--- src/rtl/pipeline_hazard_ctrl_if.sv ---
// Hazard-controller bundle: ID/EX observation inputs, pipeline-register
// write/flush controls, and performance-debug status.
interface pipeline_hazard_ctrl_if;
  logic [4:0]  id_rs;
  logic [4:0]  id_rt;
  logic        id_uses_rt;
  logic        id_jump;
  logic        ex_memread;
  logic [4:0]  ex_rt;
  logic        ex_multicycle;
  logic        ex_branch_taken;
  logic        perf_clear;
  logic        pc_write;
  logic        if_id_write;
  logic        if_id_flush;
  logic        id_ex_write;
  logic        id_ex_flush;
  logic        ex_mem_flush;
  logic [1:0]  state;
  logic [15:0] stall_cycles;
  logic [15:0] flush_count;

  modport master (
    output id_rs, id_rt, id_uses_rt, id_jump, ex_memread, ex_rt,
           ex_multicycle, ex_branch_taken, perf_clear,
    input  pc_write, if_id_write, if_id_flush, id_ex_write, id_ex_flush,
           ex_mem_flush, state, stall_cycles, flush_count
  );

  modport slave (
    input  id_rs, id_rt, id_uses_rt, id_jump, ex_memread, ex_rt,
           ex_multicycle, ex_branch_taken, perf_clear,
    output pc_write, if_id_write, if_id_flush, id_ex_write, id_ex_flush,
           ex_mem_flush, state, stall_cycles, flush_count
  );
endinterface

--- src/rtl/pipeline_hazard_ctrl.sv ---
// Five-stage pipeline hazard controller: load-use bubbles, branch/jump
// squashes, multi-cycle EX freeze, and saturating stall/flush counters.
//
// state   | meaning
// RUN     | normal issue; all hazard rules evaluated
// MULTI   | multi-cycle EX op in flight; pipeline frozen, inputs ignored
// RELEASE | op leaves EX this cycle; ex_multicycle ignored, other rules apply
module pipeline_hazard_ctrl #(
  parameter int MULDIV_CYCLES = 4
) (
  input  logic                   clock,
  input  logic                   reset,
  pipeline_hazard_ctrl_if.slave  hz
);

  typedef enum logic [1:0] {
    RUN     = 2'd0,
    MULTI   = 2'd1,
    RELEASE = 2'd2
  } state_t;

  localparam logic [7:0] REM_LOAD = 8'(MULDIV_CYCLES - 2);

  state_t      state_q, state_d;
  logic [7:0]  rem_q, rem_d;
  logic [15:0] stall_q, flush_q;
  logic        load_use;
  logic        pc_write, if_id_write, if_id_flush;
  logic        id_ex_write, id_ex_flush, ex_mem_flush;

  // A load targeting r0 never produces a usable value, so it never stalls.
  assign load_use = hz.ex_memread && (hz.ex_rt != 5'd0) &&
                    ((hz.ex_rt == hz.id_rs) ||
                     (hz.id_uses_rt && (hz.ex_rt == hz.id_rt)));

  always_ff @(posedge clock or negedge reset) begin
    if (!reset) begin
      state_q <= RUN;
      rem_q   <= 8'd0;
    end else begin
      state_q <= state_d;
      rem_q   <= rem_d;
    end
  end

  always_comb begin
    state_d      = state_q;
    rem_d        = rem_q;
    pc_write     = 1'b1;
    if_id_write  = 1'b1;
    id_ex_write  = 1'b1;
    if_id_flush  = 1'b0;
    id_ex_flush  = 1'b0;
    ex_mem_flush = 1'b0;

    if (state_q == MULTI) begin
      pc_write     = 1'b0;
      if_id_write  = 1'b0;
      id_ex_write  = 1'b0;
      ex_mem_flush = 1'b1;
      if (rem_q == 8'd1) begin
        state_d = RELEASE;
        rem_d   = 8'd0;
      end else begin
        rem_d = rem_q - 8'd1;
      end
    end else begin
      state_d = RUN;
      if (hz.ex_branch_taken) begin
        if_id_flush = 1'b1;
        id_ex_flush = 1'b1;
      end else if ((state_q == RUN) && hz.ex_multicycle) begin
        pc_write     = 1'b0;
        if_id_write  = 1'b0;
        id_ex_write  = 1'b0;
        ex_mem_flush = 1'b1;
        rem_d        = REM_LOAD;
        state_d      = (REM_LOAD != 8'd0) ? MULTI : RELEASE;
      end else if (load_use) begin
        pc_write    = 1'b0;
        if_id_write = 1'b0;
        id_ex_flush = 1'b1;
      end else if (hz.id_jump) begin
        if_id_flush = 1'b1;
      end
    end

    // Reset forces the pipeline into a safe hold regardless of state.
    if (!reset) begin
      pc_write     = 1'b0;
      if_id_write  = 1'b0;
      id_ex_write  = 1'b0;
      if_id_flush  = 1'b1;
      id_ex_flush  = 1'b1;
      ex_mem_flush = 1'b1;
    end
  end

  always_ff @(posedge clock or negedge reset) begin
    if (!reset) begin
      stall_q <= 16'd0;
      flush_q <= 16'd0;
    end else if (hz.perf_clear) begin
      stall_q <= 16'd0;
      flush_q <= 16'd0;
    end else begin
      if (!pc_write && (stall_q != 16'hFFFF))
        stall_q <= stall_q + 16'd1;
      if ((if_id_flush || id_ex_flush) && (flush_q != 16'hFFFF))
        flush_q <= flush_q + 16'd1;
    end
  end

  assign hz.pc_write     = pc_write;
  assign hz.if_id_write  = if_id_write;
  assign hz.if_id_flush  = if_id_flush;
  assign hz.id_ex_write  = id_ex_write;
  assign hz.id_ex_flush  = id_ex_flush;
  assign hz.ex_mem_flush = ex_mem_flush;
  assign hz.state        = state_q;
  assign hz.stall_cycles = stall_q;
  assign hz.flush_count  = flush_q;

endmodule

--- src/flat_wrapper.sv ---
// flat-port wrapper written by rule: the top's interface ports become plain ports
module pipeline_hazard_ctrl_flat 
#(
  parameter int MULDIV_CYCLES = 4
)
  (clock, reset, hz_id_rs, hz_id_rt, hz_id_uses_rt, hz_id_jump, hz_ex_memread, hz_ex_rt, hz_ex_multicycle, hz_ex_branch_taken, hz_perf_clear, hz_pc_write, hz_if_id_write, hz_if_id_flush, hz_id_ex_write, hz_id_ex_flush, hz_ex_mem_flush, hz_state, hz_stall_cycles, hz_flush_count);
  pipeline_hazard_ctrl_if hz_i ();
  input  logic clock;
  input  logic reset;
  input wire logic [$bits(hz_i.id_rs)-1:0] hz_id_rs;
  input wire logic [$bits(hz_i.id_rt)-1:0] hz_id_rt;
  input wire logic [$bits(hz_i.id_uses_rt)-1:0] hz_id_uses_rt;
  input wire logic [$bits(hz_i.id_jump)-1:0] hz_id_jump;
  input wire logic [$bits(hz_i.ex_memread)-1:0] hz_ex_memread;
  input wire logic [$bits(hz_i.ex_rt)-1:0] hz_ex_rt;
  input wire logic [$bits(hz_i.ex_multicycle)-1:0] hz_ex_multicycle;
  input wire logic [$bits(hz_i.ex_branch_taken)-1:0] hz_ex_branch_taken;
  input wire logic [$bits(hz_i.perf_clear)-1:0] hz_perf_clear;
  output wire logic [$bits(hz_i.pc_write)-1:0] hz_pc_write;
  output wire logic [$bits(hz_i.if_id_write)-1:0] hz_if_id_write;
  output wire logic [$bits(hz_i.if_id_flush)-1:0] hz_if_id_flush;
  output wire logic [$bits(hz_i.id_ex_write)-1:0] hz_id_ex_write;
  output wire logic [$bits(hz_i.id_ex_flush)-1:0] hz_id_ex_flush;
  output wire logic [$bits(hz_i.ex_mem_flush)-1:0] hz_ex_mem_flush;
  output wire logic [$bits(hz_i.state)-1:0] hz_state;
  output wire logic [$bits(hz_i.stall_cycles)-1:0] hz_stall_cycles;
  output wire logic [$bits(hz_i.flush_count)-1:0] hz_flush_count;
  assign hz_i.id_rs = hz_id_rs;
  assign hz_i.id_rt = hz_id_rt;
  assign hz_i.id_uses_rt = hz_id_uses_rt;
  assign hz_i.id_jump = hz_id_jump;
  assign hz_i.ex_memread = hz_ex_memread;
  assign hz_i.ex_rt = hz_ex_rt;
  assign hz_i.ex_multicycle = hz_ex_multicycle;
  assign hz_i.ex_branch_taken = hz_ex_branch_taken;
  assign hz_i.perf_clear = hz_perf_clear;
  assign hz_pc_write = hz_i.pc_write;
  assign hz_if_id_write = hz_i.if_id_write;
  assign hz_if_id_flush = hz_i.if_id_flush;
  assign hz_id_ex_write = hz_i.id_ex_write;
  assign hz_id_ex_flush = hz_i.id_ex_flush;
  assign hz_ex_mem_flush = hz_i.ex_mem_flush;
  assign hz_state = hz_i.state;
  assign hz_stall_cycles = hz_i.stall_cycles;
  assign hz_flush_count = hz_i.flush_count;
  pipeline_hazard_ctrl #(.MULDIV_CYCLES(MULDIV_CYCLES)) u_core (.clock(clock), .reset(reset), .hz(hz_i));
endmodule
--- config.mk ---
export PLATFORM = sky130hd
export DESIGN_NAME = pipeline_hazard_ctrl_flat
export DESIGN_NICKNAME = d
export VERILOG_FILES = /design/src/rtl/pipeline_hazard_ctrl_if.sv /design/src/rtl/pipeline_hazard_ctrl.sv /design/src/flat_wrapper.sv
export SDC_FILE = /design/constraint.sdc
export NUM_CORES = 1
export LEC_CHECK = 0
export ABC_AREA = 1
export CORE_UTILIZATION = 46
export CTS_BUF_LIST = sky130_fd_sc_hd__clkbuf_16
export CTS_CLUSTER_DIAMETER = 40
export CTS_CLUSTER_SIZE = 25
export DETAILED_ROUTE_END_ITERATION = 16
export GPL_TIMING_DRIVEN = 0
export PLACE_DENSITY_LB_ADDON = 0.05
export SLEW_MARGIN = 25
export SYNTH_ARGS = -nofsm -noshare
export SYNTH_HDL_FRONTEND = slang
export SYNTH_SLANG_ARGS = --single-unit
--- constraint.sdc ---
create_clock -name clock -period 1.95 [get_ports clock]
set_clock_uncertainty 0.2 [all_clocks]
set_input_delay 0.39 -clock clock [delete_from_list [all_inputs] [get_ports clock]]
set_output_delay 0.39 -clock clock [all_outputs]
set_load 0.005 [all_outputs]
## Yosys cells after proc, flatten, opt, wreduce, memory -nomap -nowiden

Cells that the tools add are included.
W data, S select, Z words.

| word-level totals | value |
|---|---|
| register bits | 42 |
| bits of input ports | 23 |
| output and inout bits | 40 |

| cells by class | value |
|---|---|
| add/subtract/negate cells | 3 |
| eq/ne operators | 8 |
| muxes and demuxes | 36 |
| reduce and logical (&&, ||, !) cells | 15 |

Operator list:

| operator | count |
|---|---|
| $mux W16 | 4 |
| $add A16 B1 Y16 const B | 2 |
| $mux W8 | 4 |
| $ne A16 B16 Y1 const B | 2 |
| $mux W1 | 25 |
| $eq A5 B5 Y1 | 2 |
| $eq A8 B1 Y1 const B | 1 |
| $sub A8 B1 Y8 const B | 1 |
| $logic_and A1 B1 Y1 | 6 |
| $mux W2 | 3 |
| $reduce_bool A2 Y1 | 3 |
| $reduce_bool A5 Y1 | 1 |
| $eq A2 B1 Y1 const B | 1 |
| $logic_not A2 Y1 | 1 |
| $logic_or A1 B1 Y1 | 2 |
| $ne A2 B1 Y1 const B | 1 |
| $ne A2 B2 Y1 const B | 1 |
| $reduce_and A2 Y1 | 1 |
| $logic_not A1 Y1 | 1 |

## Longest topological paths before layout

| logic depth | value |
|---|---|
| word-level depth | 13 |
| depth in mapped cells | 15 |
| gate-level depth less buffers | 14 |

## Worst setup path after synthesis

OpenSTA, ideal clock, no wires.

| timing path | value |
|---|---|
| path type | register -> register |
| start | register u_core.flush_q[0], in the netlist u_core.hz.flush_count[0] |
| end | register u_core.flush_q[14], in the netlist u_core.hz.flush_count[14] |
| data arrival time | 1.769 ns |
| slack | -0.086 ns |
| cell stages (with the launch flop) | 12 |
| buffers on the path | 1 |
| cells stage by stage | dfrtp_1 -> ha_1 -> nand2_2 -> nor3_2 -> and2_4 -> nand3_2 -> nor2_4 -> nand4_4 -> nand2_4 -> buf_12 -> nand3_1 -> nand2_1 |

| on the way | value |
|---|---|
| word-level cells in the longest chain between the ends | 3 |

RTL lines:

| item | RTL line | source |
|---|---|---|
| start, declared | pipeline_hazard_ctrl.sv:26 | `logic [15:0] stall_q, flush_q;` |
| start signal, assigned | pipeline_hazard_ctrl.sv:110 | `flush_q <= flush_q + 16'd1;` |
| $add A16 B1 Y16 / $ne A16 B16 Y1 (equally long branches) | pipeline_hazard_ctrl.sv:110, pipeline_hazard_ctrl.sv:109 |  |
| $mux W16 / $logic_and A1 B1 Y1 (equally long branches) | pipeline_hazard_ctrl.sv:109 | `if ((if_id_flush \|\| id_ex_flush) && (flush_q != 16'hFFFF))` |
| $mux W16 / $reduce_bool A2 Y1 (equally long branches) | -- |  |

Parallel ways exist; a longest one is shown, timed or not. The select of a mux whose other input is x is not followed.
A chain may end at the register's enable or synchronous reset.

## Worst setup path in the final report

| timing path | value |
|---|---|
| start | input port hz_ex_rt[1] |
| end | output port hz_pc_write |

| on the way | value |
|---|---|
| word-level cells in the longest chain between the ends | 9 |

RTL lines:

| item | RTL line | source |
|---|---|---|
| start, declared | flat_wrapper.sv:15 | `input wire logic [$bits(hz_i.ex_rt)-1:0] hz_ex_rt;` |
| $eq A5 B5 Y1 | pipeline_hazard_ctrl.sv:34 | `(hz.id_uses_rt && (hz.ex_rt == hz.id_rt)));` |
| $logic_and A1 B1 Y1 | pipeline_hazard_ctrl.sv:34 |  |
| $logic_or A1 B1 Y1 | pipeline_hazard_ctrl.sv:33 | `((hz.ex_rt == hz.id_rs) \|\|` |
| $logic_and A1 B1 Y1 * | pipeline_hazard_ctrl.sv:32 | `assign load_use = hz.ex_memread && (hz.ex_rt != 5'd0) &&` |
| $mux W1 * | pipeline_hazard_ctrl.sv:79 | `end else if (load_use) begin` |
| $mux W1 * | pipeline_hazard_ctrl.sv:72 | `end else if ((state_q == RUN) && hz.ex_multicycle) begin` |
| $mux W1 * | pipeline_hazard_ctrl.sv:69 | `if (hz.ex_branch_taken) begin` |
| $mux W1 * | pipeline_hazard_ctrl.sv:56 | `if (state_q == MULTI) begin` |
| $mux W1 * | pipeline_hazard_ctrl.sv:89 | `if (!reset) begin` |
| end, declared | flat_wrapper.sv:19 | `output wire logic [$bits(hz_i.pc_write)-1:0] hz_pc_write;` |

Mark *: on every way between the ends. The rest lies on a longest branch, timed or not.

==> results_dict.tcl <==
set metrics [dict create \
    start_util_pct 48.3 \
    core_um2 6030 \
    num-fill-cells 499 \
    drc 0 \
    reg2reg_setup_slack_ns -0.04 \
    cts-htree-levels 2 \
    clk_latency_ns 0.28 \
    firstDrtPassIters 4 \
    layout.nets 523 \
    finalSetupViolCount 11 \
    relSlewSlack_pct 61.2 \
    grt_pass1_wl_um 11900 \
    numCtsBuffers 5 \
    total_power_uw 3140 \
    clock.fmax_mhz 499 \
    initialDrtViolationCount 106 \
    grt_max_degree 46 \
    drv_cap 0 \
    die_x_um 81.5 \
    violations "negative hold slack, negative setup slack" \
    numPortBuffers 62 \
    irDropWorstVdd_mv 0.598 \
    syn_to_final_growth_pct 44.0 \
    worst_slack_ns -0.0525 \
    slew_viol_final 0 \
    dieHeight_um 81.5 \
    wl_met3_um 315 \
    postPlaceCellArea_um2 3630 \
    wl_per_cell_um 13.0 \
    grt_overflow 0 \
    fin_crit_ns 2.00 \
    worstSetupPathType "input pin to output pin" \
    hold_viol 42 \
    num_antenna_cells 0 \
    fin_crit_sh_pct 103 \
    final_cell_area_um2 4190 \
    ys_top_cells_by_area "dfrtp_1, nand2_1, nand3_1" \
    status "finished with violations" \
    cts_tree "done" \
    synth-async-reset-ratio_pct 100 \
    route.met2.wl_um 3660 \
    drive_above_1_share_pct 27.2 \
    dp_slack_ns -0.955 \
    synth_flop_cell "dfrtp_1" \
    synth_top_area_share_pct 36.1 \
    wl_met1_um 3330 \
    syn_nets 430 \
    cp_top_family "simple AND/OR/NAND/NOR gates" \
    reg2reg_from "u_core.hz.state[0]" \
    end_kind "output pin" \
    final_core_util_pct 69.5 \
    yosysMostFrequentCell "nand2_1" \
    row_count 28 \
    rsz0062_at_grt "yes" \
    cts_sinks 42 \
    syn_avg_cell_area_um2 7.22 \
    crit_top_cell "nand2_1" \
    ys_warn_count 0 \
    synth_commonest_cells "nand2_1, nand3_1, inv_1" \
    gp_congestion 0.902 \
    grt_antenna_before_repair 0 \
    hold_slack_ns -0.213 \
    synth-edff-count 0 \
    hold_path_class "input pin to asynchronous set/reset pin" \
    critPathLaunchType "input pin" \
    synth_cells 403 \
    critPathMaxFanout 3 \
    r2r-end "u_core.hz.stall_cycles[12]" \
    syn-cell-area_um2 2910 \
    slowest_stage "nor2_1" \
    vias_per_cell 5.20 \
    maxUsedRoutingLayer "met4" \
    crit_chain "buf_8 -> inv_4 -> nand2_1 -> nand2_1 -> nor2_1 -> nand3_1 -> nand2_1 -> nand2_1 -> nand2_1 -> nand2_2 -> nand2_2 -> inv_2 -> buf_6 -> buf_6" \
    die_area_um2 6650 \
    synth-seq-cells 42 \
    cts_root_buf "clkbuf_16" \
    cts_buffer_depth 2 \
    wl_um 7420 \
    clk_pin_slew_worst_paths_ns 0.06 \
    boundaryPins 63 \
    slowest_delay_ns 0.12 \
    yosysTopAreaCell "dfrtp_1" \
    grt_pass1_vias 2756 \
    crit_arrival_ns 1.41 \
    p_leak_uw 0.00206 \
    crit_required_ns 1.36 \
    reg2reg_depth 14 \
    crit_buf_inv 5 \
    power.density_nw_per_um2 750 \
    yosysSeqAreaShare_pct 36.1 \
    postRouteAntennaNets 0 \
    num_vias 2975 \
    ys_types 39 \
    worst_pin_slew_ns 0.582 \
    track_usage_pct 22.7 \
    place_hpwl_um 4920 \
]
-- what timing repair did --
item | 4_1_cts | 5_1_grt
cloned | 1 | 1
setup buffers | 16 | 6
endpoints found under the setup margin | 41 | 46
hold endpoints to repair | 42 | 42
pin swaps | 31 | 31
gates resized for setup | 126 | 46
-- report_power, final --
part           total, uW  switching, uW  internal (uW)
sequential          1070           90.2            977
clock                798            329            469
combinational       1280            673            606
total               3140           1090           2050
-- flip-flops by register name, summed over array words and instances, names as in the netlist --
signal,flops
u_core.hz.state,2
u_core.rem_q,8
u_core.hz.flush_count,16
u_core.hz.stall_cycles,16
-- worst max path at each step --
stage	startpoint	to	slack (ns)	cells past startpoint
4_1_cts	hz_ex_rt[1]	hz_pc_write	-0.04	14
5_1_grt	hz_id_rt[3]	hz_pc_write	-0.17	14
3_5_place_dp	hz_ex_rt[4]	hz_pc_write	-0.95	14
3_3_place_gp	reset	hz_pc_write	-2.17	5
2_1_floorplan	u_core.hz.flush_count[0]	u_core.hz.flush_count[14]	0.03	11
6_report	hz_ex_rt[1]	hz_pc_write	-0.05	14
-- cells in the final DEF (no fill, tap or decap), types with 2 or more instances in the layout --
| cell type | netlist | routed |
|---|---|---|
| inv_1 | 45 | 42 |
| buf_12 | 1 | 2 |
| nand3_4 | 0 | 2 |
| nor2_1 | 34 | 25 |
| nand2_2 | 3 | 8 |
| nand3_2 | 1 | 15 |
| buf_8 | 0 | 3 |
| o21ai_1 | 3 | 5 |
| clkdlybuf4s50_1 | 0 | 36 |
| nor2_2 | 1 | 6 |
| buf_1 | 3 | 3 |
| xnor2_1 | 6 | 6 |
| ha_1 | 4 | 2 |
| dlygate4sd2_1 | 0 | 3 |
| o22ai_1 | 2 | 2 |
| clkbuf_16 | 0 | 6 |
| nor2_4 | 1 | 5 |
| dfrtp_1 | 42 | 35 |
| dfrtp_2 | 0 | 7 |
| buf_2 | 3 | 11 |
| nand3b_1 | 10 | 10 |
| nor4_1 | 5 | 4 |
| buf_6 | 1 | 14 |
| nor3_2 | 2 | 3 |
| inv_2 | 12 | 12 |
| inv_4 | 0 | 3 |
| nor3_1 | 6 | 4 |
| nand2_4 | 3 | 4 |
| nand2_1 | 100 | 94 |
| nand3_1 | 55 | 39 |
| nand4_1 | 20 | 20 |
| xor2_1 | 20 | 20 |
| o21ai_0 | 5 | 3 |
| buf_4 | 1 | 20 |
| clkbuf_1 | 2 | 2 |
| a21oi_1 | 2 | 2 |
-- kinds of logic after synthesis --
logic type	synth area share, %
and+or+nand+nor	40.7
xor gates and xnor gates	7.83
DFF	36.1
adders and majority gates	1.72
AOI/OAI and AO/OA	2.88
buffers and inverters	10.7
-- through the flow --
step / TNS (ns) / cells
after detailed placement: -21.36 / 540
after global routing: -3.32 / 572
after floorplan: 0 / 403
final: -0.311 / 572
after global placement: -114.05 / 540
after CTS: -0.249 / 565
-- layout make-up --
cell class                      count  area, um^2  area share (%)
Clock inverter                      3        17.5           0.418
Timing Repair Buffer               86         805            19.2
Inverter                           58         230            5.50
Clock buffer                        5         125            2.99
Sequential cell                    42        1060            25.3
Buffer                             13         110            2.63
Tap cell                           75        93.8            2.24
Multi-Input combinational cell    290        1750            41.7
-- per-layer routing --
metal	GRT usage, %	vias to the layer above
met4	6.25	0
met5	0	-
li1	-	1486
met1	28.4	1399
met3	3.33	12
met2	40.5	78
Power figures use the tool's default switching activity.
